## src/rtl/store_buffer_if.sv

```systemverilog
// Core-side load/store request and data-memory port of the store buffer, bundled as one interface.
// master drives the requests and the memory read data; slave is the store buffer itself.
interface store_buffer_if;
  logic        mem_read;
  logic        mem_write;
  logic        flush;
  logic [31:0] addr;
  logic [31:0] wdata;
  logic [31:0] rdata;
  logic        stall;
  logic        data_read_flag;
  logic        data_write_flag;
  logic [31:0] data_addr;
  logic [31:0] val;
  logic [31:0] read_out;

  modport master (
    output mem_read, mem_write, flush, addr, wdata, read_out,
    input  rdata, stall, data_read_flag, data_write_flag, data_addr, val
  );

  modport slave (
    input  mem_read, mem_write, flush, addr, wdata, read_out,
    output rdata, stall, data_read_flag, data_write_flag, data_addr, val
  );
endinterface

```

## src/rtl/store_buffer.sv

```systemverilog
// Posted-store FIFO in front of a single-port word memory; drains whenever the port is free.
// Define SB_FORWARD_EN to forward loads from buffered stores; otherwise matching loads stall.
module store_buffer #(
  parameter int unsigned DEPTH = 4,
  parameter int unsigned IDX_W = 5
) (
  input logic           clk,
  input logic           rst,
  store_buffer_if.slave bus
);
  localparam int unsigned PtrW = $clog2(DEPTH);
  localparam int unsigned CntW = PtrW + 1;

  logic [IDX_W-1:0] idx_q  [DEPTH];
  logic [31:0]      data_q [DEPTH];
  logic [PtrW-1:0]  head_q, head_d;
  logic [PtrW-1:0]  tail_q, tail_d;
  logic [CntW-1:0]  count_q, count_d;

  logic [IDX_W-1:0] req_idx;
  logic             full, empty, load, hit, ld_stall;
  logic             drain, enq, port_load;

  assign req_idx = bus.addr[IDX_W+1:2];
  assign full    = (count_q == CntW'(DEPTH));
  assign empty   = (count_q == '0);
  assign load    = bus.mem_read && !bus.mem_write;

`ifdef SB_FORWARD_EN
  logic [31:0] fwd_data;

  // Oldest to youngest, so the last match left standing is the youngest store.
  always_comb begin
    hit      = 1'b0;
    fwd_data = '0;
    for (int i = 0; i < int'(DEPTH); i++) begin
      if (CntW'(i) < count_q && idx_q[head_q + PtrW'(i)] == req_idx) begin
        hit      = 1'b1;
        fwd_data = data_q[head_q + PtrW'(i)];
      end
    end
  end

  assign ld_stall = 1'b0;
`else
  always_comb begin
    hit = 1'b0;
    for (int i = 0; i < int'(DEPTH); i++) begin
      if (CntW'(i) < count_q && idx_q[head_q + PtrW'(i)] == req_idx) begin
        hit = 1'b1;
      end
    end
  end

  assign ld_stall = load && hit;
`endif

  assign bus.stall = (bus.mem_write && full) || (bus.flush && !empty) || ld_stall;
  // A stalled request never uses the port, so the drain gets it even with mem_read high.
  assign drain     = !empty && (!bus.mem_read || bus.stall);
  assign enq       = bus.mem_write && !bus.stall;
  assign port_load = load && !drain;

  always_comb begin
    bus.data_read_flag  = port_load;
    bus.data_write_flag = drain;
    bus.data_addr       = '0;
    bus.val             = '0;
    if (drain) begin
      bus.data_addr = 32'({idx_q[head_q], 2'b00});
      bus.val       = data_q[head_q];
    end else if (port_load) begin
      bus.data_addr = bus.addr;
    end
  end

`ifdef SB_FORWARD_EN
  always_comb begin
    bus.rdata = '0;
    if (load) begin
      if (hit) begin
        bus.rdata = fwd_data;
      end else if (port_load) begin
        bus.rdata = bus.read_out;
      end
    end
  end
`else
  assign bus.rdata = port_load ? bus.read_out : '0;
`endif

  // Pointers wrap naturally because DEPTH is a power of two.
  always_comb begin
    head_d  = drain ? head_q + 1'b1 : head_q;
    tail_d  = enq ? tail_q + 1'b1 : tail_q;
    count_d = count_q + CntW'(enq) - CntW'(drain);
  end

  always_ff @(posedge clk or posedge rst) begin
    if (rst) begin
      head_q  <= '0;
      tail_q  <= '0;
      count_q <= '0;
    end else begin
      head_q  <= head_d;
      tail_q  <= tail_d;
      count_q <= count_d;
    end
  end

  always_ff @(posedge clk) begin
    if (enq) begin
      idx_q[tail_q]  <= req_idx;
      data_q[tail_q] <= bus.wdata;
    end
  end
endmodule

```

## src/flat_wrapper.sv

```systemverilog
// flat-port wrapper written by rule: the top's interface ports become plain ports
module store_buffer_flat 
#(
  parameter int unsigned DEPTH = 4,
  parameter int unsigned IDX_W = 5
)
  (clk, rst, bus_mem_read, bus_mem_write, bus_flush, bus_addr, bus_wdata, bus_read_out, bus_rdata, bus_stall, bus_data_read_flag, bus_data_write_flag, bus_data_addr, bus_val);
  store_buffer_if bus_i ();
  input logic clk;
  input logic rst;
  input wire logic [$bits(bus_i.mem_read)-1:0] bus_mem_read;
  input wire logic [$bits(bus_i.mem_write)-1:0] bus_mem_write;
  input wire logic [$bits(bus_i.flush)-1:0] bus_flush;
  input wire logic [$bits(bus_i.addr)-1:0] bus_addr;
  input wire logic [$bits(bus_i.wdata)-1:0] bus_wdata;
  input wire logic [$bits(bus_i.read_out)-1:0] bus_read_out;
  output wire logic [$bits(bus_i.rdata)-1:0] bus_rdata;
  output wire logic [$bits(bus_i.stall)-1:0] bus_stall;
  output wire logic [$bits(bus_i.data_read_flag)-1:0] bus_data_read_flag;
  output wire logic [$bits(bus_i.data_write_flag)-1:0] bus_data_write_flag;
  output wire logic [$bits(bus_i.data_addr)-1:0] bus_data_addr;
  output wire logic [$bits(bus_i.val)-1:0] bus_val;
  assign bus_i.mem_read = bus_mem_read;
  assign bus_i.mem_write = bus_mem_write;
  assign bus_i.flush = bus_flush;
  assign bus_i.addr = bus_addr;
  assign bus_i.wdata = bus_wdata;
  assign bus_i.read_out = bus_read_out;
  assign bus_rdata = bus_i.rdata;
  assign bus_stall = bus_i.stall;
  assign bus_data_read_flag = bus_i.data_read_flag;
  assign bus_data_write_flag = bus_i.data_write_flag;
  assign bus_data_addr = bus_i.data_addr;
  assign bus_val = bus_i.val;
  store_buffer #(.DEPTH(DEPTH), .IDX_W(IDX_W)) u_core (.clk(clk), .rst(rst), .bus(bus_i));
endmodule
```

## config.mk

```make
export PLATFORM = sky130hd
export DESIGN_NAME = store_buffer_flat
export DESIGN_NICKNAME = d
export VERILOG_FILES = /design/src/rtl/store_buffer_if.sv /design/src/rtl/store_buffer.sv /design/src/flat_wrapper.sv
export SDC_FILE = /design/constraint.sdc
export NUM_CORES = 1
export LEC_CHECK = 0
export BUFFER_PORTS_ARGS = -buffer_cell sky130_fd_sc_hd__buf_2
export CORE_UTILIZATION = 55
export DETAILED_ROUTE_END_ITERATION = 10
export MAX_ROUTING_LAYER = met4
export PLACE_DENSITY = 0.84
export SYNTH_ARGS = -nofsm -noshare
export SYNTH_HDL_FRONTEND = slang
export SYNTH_SLANG_ARGS = --single-unit
```

## constraint.sdc

```tcl
create_clock -name clk -period 8.2 [get_ports clk]
set_clock_uncertainty 0.1 [all_clocks]
set_input_delay 1.23 -clock clk [delete_from_list [all_inputs] [get_ports clk]]
set_output_delay 1.23 -clock clk [all_outputs]
set_load 0.02 [all_outputs]
```

; Yosys cells after proc, flatten, opt, wreduce, memory -nomap -nowiden
; Memories as Yosys holds them, arrays and structs flattened.
; Cells that the tools add are included.
[op_classes]
n_addsub = 6
order_cmp = 4
n_eq_ne = 5
n_mux = 10
reduce_logical = 20
[op_table]
columns = operator, n
row1 = $mux W32, 4
row2 = $eq A5 B5 Y1, 4
row3 = $logic_and A1 B1 Y1, 11
row4 = $lt A1 B3 Y1 const A, 2
row5 = $lt A2 B3 Y1 const A, 2
row6 = $mux W1, 6
row7 = $logic_not A1 Y1, 5
row8 = $add A2 B1 Y2 const B, 2
row9 = $add A2 B2 Y2 const B, 2
row10 = $add A3 B1 Y3, 1
row11 = $eq A3 B3 Y1 const B, 1
row12 = $logic_not A3 Y1, 1
row13 = $logic_or A1 B1 Y1, 3
row14 = $sub A3 B1 Y3, 1
[totals]
reg_bits = 7
mem_bits_rw = 148
input_bits = 101
out_inout_bits = 99
mem_count = 2
[mem_list]
columns = name, depth, width, read_ports, rd_clocked_by_memory_dff, write_ports, line
row1 = u_core.data_q, 4, 32, 1, 0, 1, store_buffer.sv:15  ; logic [31:0] data_q [DEPTH];
row2 = u_core.idx_q, 4, 5, 4, 0, 1, store_buffer.sv:14  ; logic [IDX_W-1:0] idx_q [DEPTH];

; Logic depth before layout (Yosys ltp)
; Gate-level depths: netlist of the first run.
; An unclocked memory read counts as a cell.
[depth]
word_depth = 15
ltp_mapped = 16
depth_no_buf = 14

; Worst setup path after synthesis of the first run
; No wires, ideal clock.
[synth_path]
kind = input to output
from = input bus_addr[5]
to = output bus_data_addr[10]
arrival_time_ns = 3.366
t_required_ns = 6.870
path_slack_ns = 3.504
cell_stages = 8
path_cell_list = clkbuf_1 > xnor2_1 > nor3_1 > o21ba_1 > or4_4 > o21a_1 > clkbuf_1 > nor3b_1
[synth_via]
elab_chain_cells = 14
elab_cells_between_ends = 20
cone_classes = eq/ne: 4 / mux: 6 / reduce/logical: 10
[synth_rtl]
columns = element, line
row1 = from (decl), flat_wrapper.sv:14  ; input wire logic [$bits(bus_i.addr)-1:0] bus_addr;
row2 = $eq A5 B5 Y1, store_buffer.sv:49  ; if (CntW'(i) < count_q && idx_q[head_q + PtrW'(i)] == req_idx) begin
row3 = $logic_and A1 B1 Y1, store_buffer.sv:49
row4 = $mux W1 (3 in series), store_buffer.sv:49
row5 = $mux W1 (*), store_buffer.sv:49
row6 = $logic_and A1 B1 Y1 (*), store_buffer.sv:55  ; assign ld_stall = load && hit;
row7 = $logic_or A1 B1 Y1 (*), store_buffer.sv:58  ; assign bus.stall = (bus.mem_write && full) || (bus.flush && !empty) || ld_stall;
row8 = $logic_or A1 B1 Y1 (*), store_buffer.sv:60  ; assign drain = !empty && (!bus.mem_read || bus.stall);
row9 = $logic_and A1 B1 Y1 (*), store_buffer.sv:60
row10 = $logic_not A1 Y1, store_buffer.sv:62  ; assign port_load = load && !drain;
row11 = $logic_and A1 B1 Y1, store_buffer.sv:62
row12 = $mux W32, store_buffer.sv:72  ; end else if (port_load) begin
row13 = $mux W32 (*), store_buffer.sv:69  ; if (drain) begin
row14 = to (decl), flat_wrapper.sv:21  ; output wire logic [$bits(bus_i.data_addr)-1:0] bus_data_addr;
; Every way passes the cells marked *; elsewhere a longest branch is shown, timed or not.

; Worst setup path in the final report of the first run
[layout_path]
from = register u_core.head_q[1]
to = output bus_val[2]
[layout_via]
elab_chain_cells = 12
elab_cells_between_ends = 22
cone_classes = add/sub: 3 / eq/ne: 4 / mux: 5 / reduce/logical: 8 / memory: 2
[layout_rtl]
columns = element, line
row1 = from (decl), store_buffer.sv:16  ; logic [PtrW-1:0] head_q, head_d;
row2 = from (signal assigned), store_buffer.sv:101  ; head_q <= '0;
row3 = from (signal assigned), store_buffer.sv:105  ; head_q <= head_d;
row4 = $add A2 B1 Y2 or $mem_v2 Z4 W5 (tied branches), n/a
row5 = $mem_v2 Z4 W5 or $eq A5 B5 Y1 (tied branches), n/a
row6 = $eq A5 B5 Y1 or $logic_and A1 B1 Y1 (tied branches), store_buffer.sv:49
row7 = $logic_and A1 B1 Y1 or $mux W1 (tied branches), store_buffer.sv:49
row8 = $mux W1 (3 in series), store_buffer.sv:49
row9 = $logic_and A1 B1 Y1, store_buffer.sv:55
row10 = $logic_or A1 B1 Y1, store_buffer.sv:58
row11 = $logic_or A1 B1 Y1, store_buffer.sv:60
row12 = $logic_and A1 B1 Y1, store_buffer.sv:60
row13 = $mux W32 (*), store_buffer.sv:69
row14 = to (decl), flat_wrapper.sv:22  ; output wire logic [$bits(bus_i.val)-1:0] bus_val;
; Marked as above.

==> results of run 1 <==
-- metal layers --
layer	routed length, um	GRT usage [%]	vias up
li1	-	-	2072
met1	6240	27.8	2192
met2	8560	41.7	198
met3	1080	6.23	28
met4	452	9.89	0
met5	0	-	-
-- layout make-up --
cell class                      instances  share of cell area, %
Timing Repair Buffer                  200                   11.0
Multi-Input combinational cell        239                   29.0
Clock inverter                         15                   2.01
Clock buffer                           17                   4.64
Inverter                               11                  0.451
Tap cell                              176                   2.40
Antenna cell                            3                 0.0820
Sequential cell                       155                   50.5
-- how the worst min path moves through the flow --
stage,startpoint,end
6_report,u_core.tail_q[1],u_core.tail_q[1]
5_1_grt,u_core.tail_q[1],u_core.tail_q[1]
4_1_cts,u_core.tail_q[1],u_core.tail_q[1]
3_5_place_dp,u_core.tail_q[1],u_core.tail_q[1]
3_3_place_gp,u_core.tail_q[0],u_core.tail_q[0]
2_1_floorplan,u_core.tail_q[1],u_core.tail_q[1]
-- state kept, by name, summed over array words and instances, names as in the netlist --
name,count
u_core.tail_q,2
u_core.idx_q,20
u_core.count_q,3
u_core.head_q,2
u_core.data_q,128
-- worst max-delay path, stage by stage, from the launching register on --
cell and delay [ns]:
dfrtp_2 0.69, buf_4 0.58, mux2i_1 0.32, xnor2_1 0.12, or4_1 0.54, o22ai_1 0.18, or4_4 0.18, o21ai_2 0.09
inv_1 0.89, and2_1 0.28, buf_2 0.17
-- stage by stage --
| stage | hold slack (ns) | setup WS (ns) |
|---|---|---|
| 6_report | 0.554 | 2.35 |
| 5_1_grt | 0.561 | 2.11 |
| 2_1_floorplan | 0.480 | 3.50 |
| 3_5_place_dp | 0.539 | 2.82 |
| 4_1_cts | 0.551 | 2.36 |
| 3_3_place_gp | 0.500 | 2.96 |
-- cells in the mapped netlist --
| cell type | number | area, um^2 |
|---|---|---|
| nor2_1 | 3 | 11.3 |
| dfrtp_1 | 7 | 175 |
| nand4_1 | 3 | 18.8 |
| buf_8 | 1 | 15.0 |
| nor3b_1 | 16 | 120 |
| or4_1 | 1 | 7.51 |
| buf_2 | 3 | 15.0 |
| o21ai_0 | 2 | 10.0 |
| mux2_2 | 2 | 22.5 |
| nand3b_1 | 1 | 7.51 |
| ha_1 | 8 | 100 |
| xnor2_1 | 20 | 175 |
| o21a_1 | 1 | 7.51 |
| nand2b_1 | 2 | 12.5 |
| xor2_1 | 8 | 70.1 |
| buf_4 | 2 | 15.0 |
| nor2b_1 | 2 | 12.5 |
| clkbuf_1 | 17 | 63.8 |
| nor3_1 | 1 | 5.00 |
| mux2i_1 | 16 | 160 |
| and2_1 | 36 | 225 |
| edfxtp_1 | 148 | 4440 |
| o2111ai_1 | 1 | 8.76 |
| buf_6 | 7 | 78.8 |
| a32oi_1 | 1 | 8.76 |
| mux4_2 | 40 | 901 |
| o21ba_1 | 1 | 10.0 |
| nor3b_2 | 44 | 551 |
| o22ai_1 | 3 | 18.8 |
| or3_1 | 2 | 12.5 |
| o211ai_1 | 1 | 7.51 |
| a21oi_1 | 4 | 20.0 |
| inv_1 | 11 | 41.3 |
| buf_1 | 4 | 15.0 |
| a31oi_1 | 1 | 6.26 |
| nand3_1 | 2 | 10.0 |
| o21ai_2 | 1 | 8.76 |
| fa_1 | 1 | 20.0 |
| or4_4 | 1 | 11.3 |
| nand4b_1 | 1 | 8.76 |
| nand2_1 | 10 | 37.5 |
| o2bb2ai_1 | 3 | 26.3 |
-- power groups by stage --
stage	registers, uW	logic [uW]	clock network [uW]
finish	1140	1190	801
global route	1160	1280	840
CTS	1140	1210	807
detailed placement	1160	1190	0
global placement	1150	1170	0
floorplan	1050	995	0
-- cells by family after synthesis --
family          after synthesis  share of synthesized area [%]
fa+ha+maj                     9                           1.60
compound gates               19                           1.77
simple gates                125                           14.0
buf+inv                      45                           3.25
mux                          58                           14.5
flops                       155                           61.6
xor+xnor                     28                           3.27
==> metrics, run 1 <==
vias in the first global route=4675; TritonCTS Sinks=155; Critical Path Start=u_core.head_q[1]; most frequent cells in the layout=buf_2 (199), edfxtp_1 (148), nor3b_2 (44); fin crit share=71.3%; crit path kind=flop to primary output; DRC Markers=0; Worst slew margin=19.7%; Peak supply drop=206 uV; dpl hpwl=roughly 11000 um; Syn Nets=roughly 550; drt pass-1 iters=4; RSZ-0062 raised after global routing=no; global-route wire length before repair=24900 um; GRT Util Overall=24.6%; GPL Wtd Cong=~0.85; Mean Syn Cell Area=17.1 um^2; P_int=2020 uW; upper clock frequency limit=171 MHz; reg2reg end=u_core.count_q[2]; synth unique cells=42; starting density of the core=between 50% and 60%; hold-critical path depth=2; initial antenna violation count=3; vias after detailed routing=4490; crit path capture=bus_val[2]; Avg Vias per Cell=5.50; Pleak=0.00349 uW; final-layout fill cell count=approximately 870; number of synthesis warnings=0; R2R setup slack=3.19 ns; post-route cell area=9160 um^2; crit end category=primary output; FF-to-FF path depth=14; Reg2Reg Launch Point=u_core.head_q[1]; largest net degree at the start of global routing=66; sequential group share of total power=36.3%; die span in x=roughly 120 um; Worst-Skew Late Latency=0.41 ns; PwrDens=342 nW/um^2; Seq cells post-synth=155; Post-CTS Hold Fix Bufs=0; Clock H-tree levels=4; CP Launch Type=flop; Clock Power Share=25.6%; combinational share of power=38.1%; Net Switching=1110 uW; utilization after layout=roughly 69%; Clock transition at path regs=0.06 ns; Clock Path Buffers=2; core area=13200 um^2; final hold vios=0; final setup fails=0; status=complete, no violations; CTS tree=done; Row Count=42; Multi-input gate area=2650 um^2; max_cap viols=0; total power=3130 uW; setup_tns=0 ns; sw frac=35.6%; register area=4620 um^2; commonest non-fill, non-tap cell in the layout=buf_2; initial drt markers=283; Port-buffer cells=between 150 and 200; Period minus WS final=5.85 ns; num ports=200; post-synthesis sequential area ratio=61.6%; synthesized cell area=7500 um^2; placed inst area=8540 um^2; Worst EP required=about 6.9 ns; Placed Cells=781; final wirelength=16300 um; Post-CTS Resized=0; data arrival time of the critical path=4.52 ns; final layout net count=734; worst slew pin tran=1.20 ns; hold crit path type=flop to flop; post-CTS setup buffers=0; Crit Path Max Fanout=40; routed len/inst=20.0 um; Post-Synthesis Cells=439; GRT overflow=0; ratio of cells with drive above 1 in the final layout=51.5%; Slew Limit Fails=0; CTS Buf Count=17; Routed Antenna Nets=0; Post-Layout Cell Count=816; die area=14100 um^2; layout overhead on the synthesized area=22.2%; Root Buffer=clkbuf_16; Die Span Y=119 um
(Power assumes the default switching activity.)
==> inputs of run 2 (changes only) <==
CORE_UTILIZATION = 48   (was 55)
PLACE_DENSITY = 0.78   (was 0.84)
clock period = 5.3 ns   (was 8.2 ns; I/O delays follow)
==> metrics, run 2 (synthesis results as in run 1) <==
crit path kind=flop to primary output; Pleak=approximately 0.0035 uW; data arrival time of the critical path=4.02 ns; final hold vios=0; final wirelength=approximately 16000 um; commonest non-fill, non-tap cell in the layout=buf_2; Clock transition at path regs=0.06 ns; core area=15200 um^2; Post-CTS Resized=0; status=complete, no violations; RSZ-0062 raised after global routing=no; die area=16100 um^2; utilization after layout=between 60% and 70%; max_cap viols=0; Reg2Reg Launch Point=u_core.head_q[1]; Peak supply drop=roughly 270 uV; DRC Markers=0; Largest regs=u_core.data_q x128, u_core.idx_q x20, u_core.count_q x3; Crit Path Max Fanout=37; initial drt markers=roughly 210; starting density of the core=49.3%; Port-buffer cells=199; Worst-Skew Late Latency=between 0.4 and 0.5 ns; drt pass-1 iters=5; initial antenna violation count=1; FF-to-FF path depth=13; layout overhead on the synthesized area=21.8%; max FFs per register=128; CTS tree=done; Worst EP required=4.41 ns; crit end category=primary output; largest net degree at the start of global routing=66; R2R setup slack=0.77 ns; Routed Antenna Nets=0; vias after detailed routing=about 4600; Die Span Y=127 um; dpl hpwl=approximately 11000 um; worst slew pin tran=~1.1 ns; die span in x=127 um; upper clock frequency limit=slightly above 200 MHz; global-route wire length before repair=24400 um; GRT overflow=0; Top reg by flops=u_core.data_q; routed len/inst=just under 20 um; setup_tns=0 ns; Clock H-tree levels=4; vias in the first global route=4750; post-CTS setup buffers=0; placed inst area=around 8600 um^2; PwrDens=520 nW/um^2; Worst slew margin=24.2%; Root Buffer=clkbuf_16; GRT Util Overall=21.1%; ratio of cells with drive above 1 in the final layout=51.2%; TritonCTS Sinks=~160; GPL Wtd Cong=around 0.86; Slew Limit Fails=0; Post-CTS Hold Fix Bufs=0; num ports=200; CP Launch Type=flop; Avg Vias per Cell=5.50; final layout net count=738; post-route cell area=9130 um^2; reg2reg end=u_core.count_q[2]; Clock Path Buffers=2; fin crit share=between 90 and 100%; Row Count=45; hold crit path type=primary input to async pin; final setup fails=0; CTS Buf Count=17; Period minus WS final=4.91 ns; most frequent cells in the layout=buf_2 (199), edfxtp_1 (148), nor3b_2 (44)
==> run 2: per-layer routing <==
layer / vias up / part of all wire [%] / track usage (%) / routed length (um)
met1: 2261 / 39 / 22.9 / 6320
met2: 189 / 51 / 36.3 / 8300
met3: 34 / 6.1 / 5.06 / 981
met4: 0 / 3.5 / 10.5 / 573
li1: 2082 / - / - / -
met5: - / 0 / - / 0
==> run 2: area by class of cell <==
| class | instances | area [um^2] |
|---|---|---|
| diodes | 1 | 2.50 |
| clock buffers | 18 | 429 |
| clock inverters | 14 | 119 |
| fillers | 1124 | 6070 |
| inverters | 11 | 41.3 |
| multi-input cells | 239 | 2650 |
| flip-flops and latches | 155 | 4620 |
| well taps | 188 | 235 |
| repair buffers | 204 | 1030 |
==> run 2: through the flow <==
stage	cells	total power [uW]	setup WS, ns	hold WS [ns]
final	830	4750	0.388	0.231
after global routing	830	4990	0.0884	0.248
after CTS	829	4790	0.363	0.231
after detailed placement	797	3680	0.783	0.534
after global placement	797	3630	0.873	0.500
after floorplan	439	3170	1.47	0.480
==> run 2: how the worst max path moves through the flow <==
| stage | from | end | slack [ns] | cells after the start |
|---|---|---|---|---|
| finish | u_core.head_q[1] | bus_val[6] | 0.39 | 9 |
| global route | u_core.head_q[1] | bus_val[19] | 0.09 | 9 |
| CTS | u_core.head_q[1] | bus_val[6] | 0.36 | 9 |
| detailed placement | u_core.head_q[1] | u_core.count_q[2] | 0.78 | 13 |
| global placement | u_core.head_q[1] | u_core.count_q[2] | 0.87 | 13 |
| floorplan | bus_addr[5] | bus_data_addr[10] | 1.47 | 8 |
==> run 2: report_power, final <==
group	internal, uW	total (uW)	switching (uW)
combinational	821	1930	1110
sequential	1560	1710	142
clock	644	1110	470
==> run 2: critical path, stage by stage (launching register included) <==
cell	delay, ns
dfrtp_2	0.79
mux2i_1	0.36
xnor2_1	0.15
or4_1	0.55
o22ai_1	0.18
or4_4	0.18
o21ai_2	0.09
inv_1	0.84
and2_1	0.28
buf_2	0.17
==> inputs of run 3 (changes only) <==
REMOVE_ABC_BUFFERS = 1   (was not set)
==> metrics, run 3 (synthesis results as in run 1) <==
status=complete, no violations; layout overhead on the synthesized area=22.3%; utilization after layout=60.3%; Clock Path Buffers=2; max FFs per register=128; setup_tns=0 ns; CTS Buf Count=17; GPL Wtd Cong=0.788; GRT Util Overall=21.1%; RSZ-0062 raised after global routing=no; Root Buffer=clkbuf_16; initial antenna violation count=1; post-route cell area=roughly 9200 um^2; Routed Antenna Nets=0; final layout net count=738; die area=between 15000 and 20000 um^2; cell family with most CP delay=flip-flops; Clock H-tree levels=4; crit path kind=flop to primary output; num ports=200; Largest regs=u_core.data_q x128, u_core.idx_q x20, u_core.count_q x3; Slew Limit Fails=0; die span in x=approximately 130 um; vias in the first global route=4571; crit end category=primary output; Post-CTS Resized=0; final hold vios=0; CTS tree=done; Pleak=0.00349 uW; vias after detailed routing=4495; Avg Vias per Cell=5.42; TritonCTS Sinks=155; upper clock frequency limit=205 MHz; most frequent cells in the layout=buf_2 (199), edfxtp_1 (148), nor3b_2 (44); worst slew pin tran=1.05 ns; Hold Slack=0.214 ns; Worst path slowest cell=dfrtp_4; commonest non-fill, non-tap cell in the layout=buf_2; Port-buffer cells=roughly 200; placed inst area=approximately 8600 um^2; Worst slew margin=30.1%; final setup fails=0; hold crit path type=primary input to async pin; final-layout fill cell count=roughly 1100; Post-CTS Hold Fix Bufs=0; fin crit share=92.2%; Period minus WS final=~5 ns; global-route wire length before repair=24300 um; final wirelength=16200 um; largest net degree at the start of global routing=66; max_cap viols=0; GRT overflow=0; Buf+Inv Stages, Crit Path=3; Row Count=45; core area=15200 um^2; crit-path cells=mux4_2 > xnor2_1 > o2111ai_1 > o21ba_1 > or4_4 > o21ai_2 > inv_1 > buf_4 > and2_1 > buf_2; routed len/inst=19.6 um; Peak supply drop=351 uV; CP Launch Type=flop; PwrDens=~520 nW/um^2; drt pass-1 iters=4; dpl hpwl=10900 um; DRC Markers=0; post-CTS setup buffers=0; starting density of the core=approximately 50%; Die Span Y=127 um; ratio of cells with drive above 1 in the final layout=51.2%; Worst-Skew Late Latency=0.41 ns; initial drt markers=216; data arrival time of the critical path=3.99 ns; Crit path largest cell delay=0.80 ns; Top reg by flops=u_core.data_q; Clock transition at path regs=around 0.060 ns; Crit Path Max Fanout=36; Worst EP required=between 4 and 5 ns
==> run 3: changes by cell type in the layout (fill, tap and decap cells not counted), sizes merged <==
cell / delta
clkbuf: +1
clkinvlp: -3
bufinv: +1
clkinv: +1
==> run 3: path summary, 6_finish.rpt <==
path,from,cells after the start,to,slack [ns]
worst min register to register,u_core.tail_q[0],2,u_core.tail_q[0],0.54
min in group clk,bus_wdata[31],1,u_core.data_q[3][31],0.50
worst max register to register,u_core.head_q[0],13,u_core.count_q[2],0.97
max in group asynchronous,rst,2,u_core.head_q[0],4.63
worst max-delay path,u_core.head_q[0],10,bus_val[21],0.42
worst min-delay path,rst,2,u_core.head_q[1],0.21
==> run 3: final cells by class <==
| class | count | area, um^2 | area share, % |
|---|---|---|---|
| Clock buffer | 19 | 433 | 4.72 |
| Multi-Input combinational cell | 239 | 2650 | 28.9 |
| Clock inverter | 13 | 143 | 1.56 |
| Sequential cell | 155 | 4620 | 50.5 |
| Antenna cell | 1 | 2.50 | 0.0273 |
| Inverter | 11 | 41.3 | 0.451 |
| Tap cell | 188 | 235 | 2.57 |
| Timing Repair Buffer | 204 | 1030 | 11.3 |
==> run 3: per-stage QoR <==
step / instances / setup WS (ns) / total power (uW)
6_report: 830 / 0.415 / 4800
3_5_place_dp: 797 / 0.803 / 3680
4_1_cts: 829 / 0.347 / 4860
3_3_place_gp: 797 / 0.843 / 3630
5_1_grt: 830 / 0.144 / 5040
2_1_floorplan: 405 / -1.01 / 3090
==> run 3: worst register-to-register path: stages, from the launching register on <==
cell	delay, ns
dfrtp_4	0.80
mux4_2	0.63
xnor2_1	0.15
o2111ai_1	0.10
o21ba_1	0.17
or4_4	0.55
o21ai_2	0.24
inv_1	0.32
ha_1	0.39
inv_1	0.05
ha_1	0.14
inv_1	0.05
fa_1	0.37
xor2_1	0.17
==> run 3: power breakdown <==
part / internal (uW) / switching [uW] / leakage (uW)
registers: 1560 / 174 / 0.00143
clock network: 698 / 473 / 0.000275
logic: 824 / 1070 / 0.00179
==> run 3: metal layers <==
| layer | vias to the layer above | share of wire [%] | global-route usage, % | wire length [um] |
|---|---|---|---|---|
| met5 | - | 0 | - | 0 |
| met4 | 0 | 1.2 | 6.65 | 187 |
| met3 | 12 | 6.4 | 4.77 | 1050 |
| met2 | 181 | 54 | 38.1 | 8720 |
| met1 | 2224 | 39 | 22.9 | 6280 |
| li1 | 2078 | - | - | - |
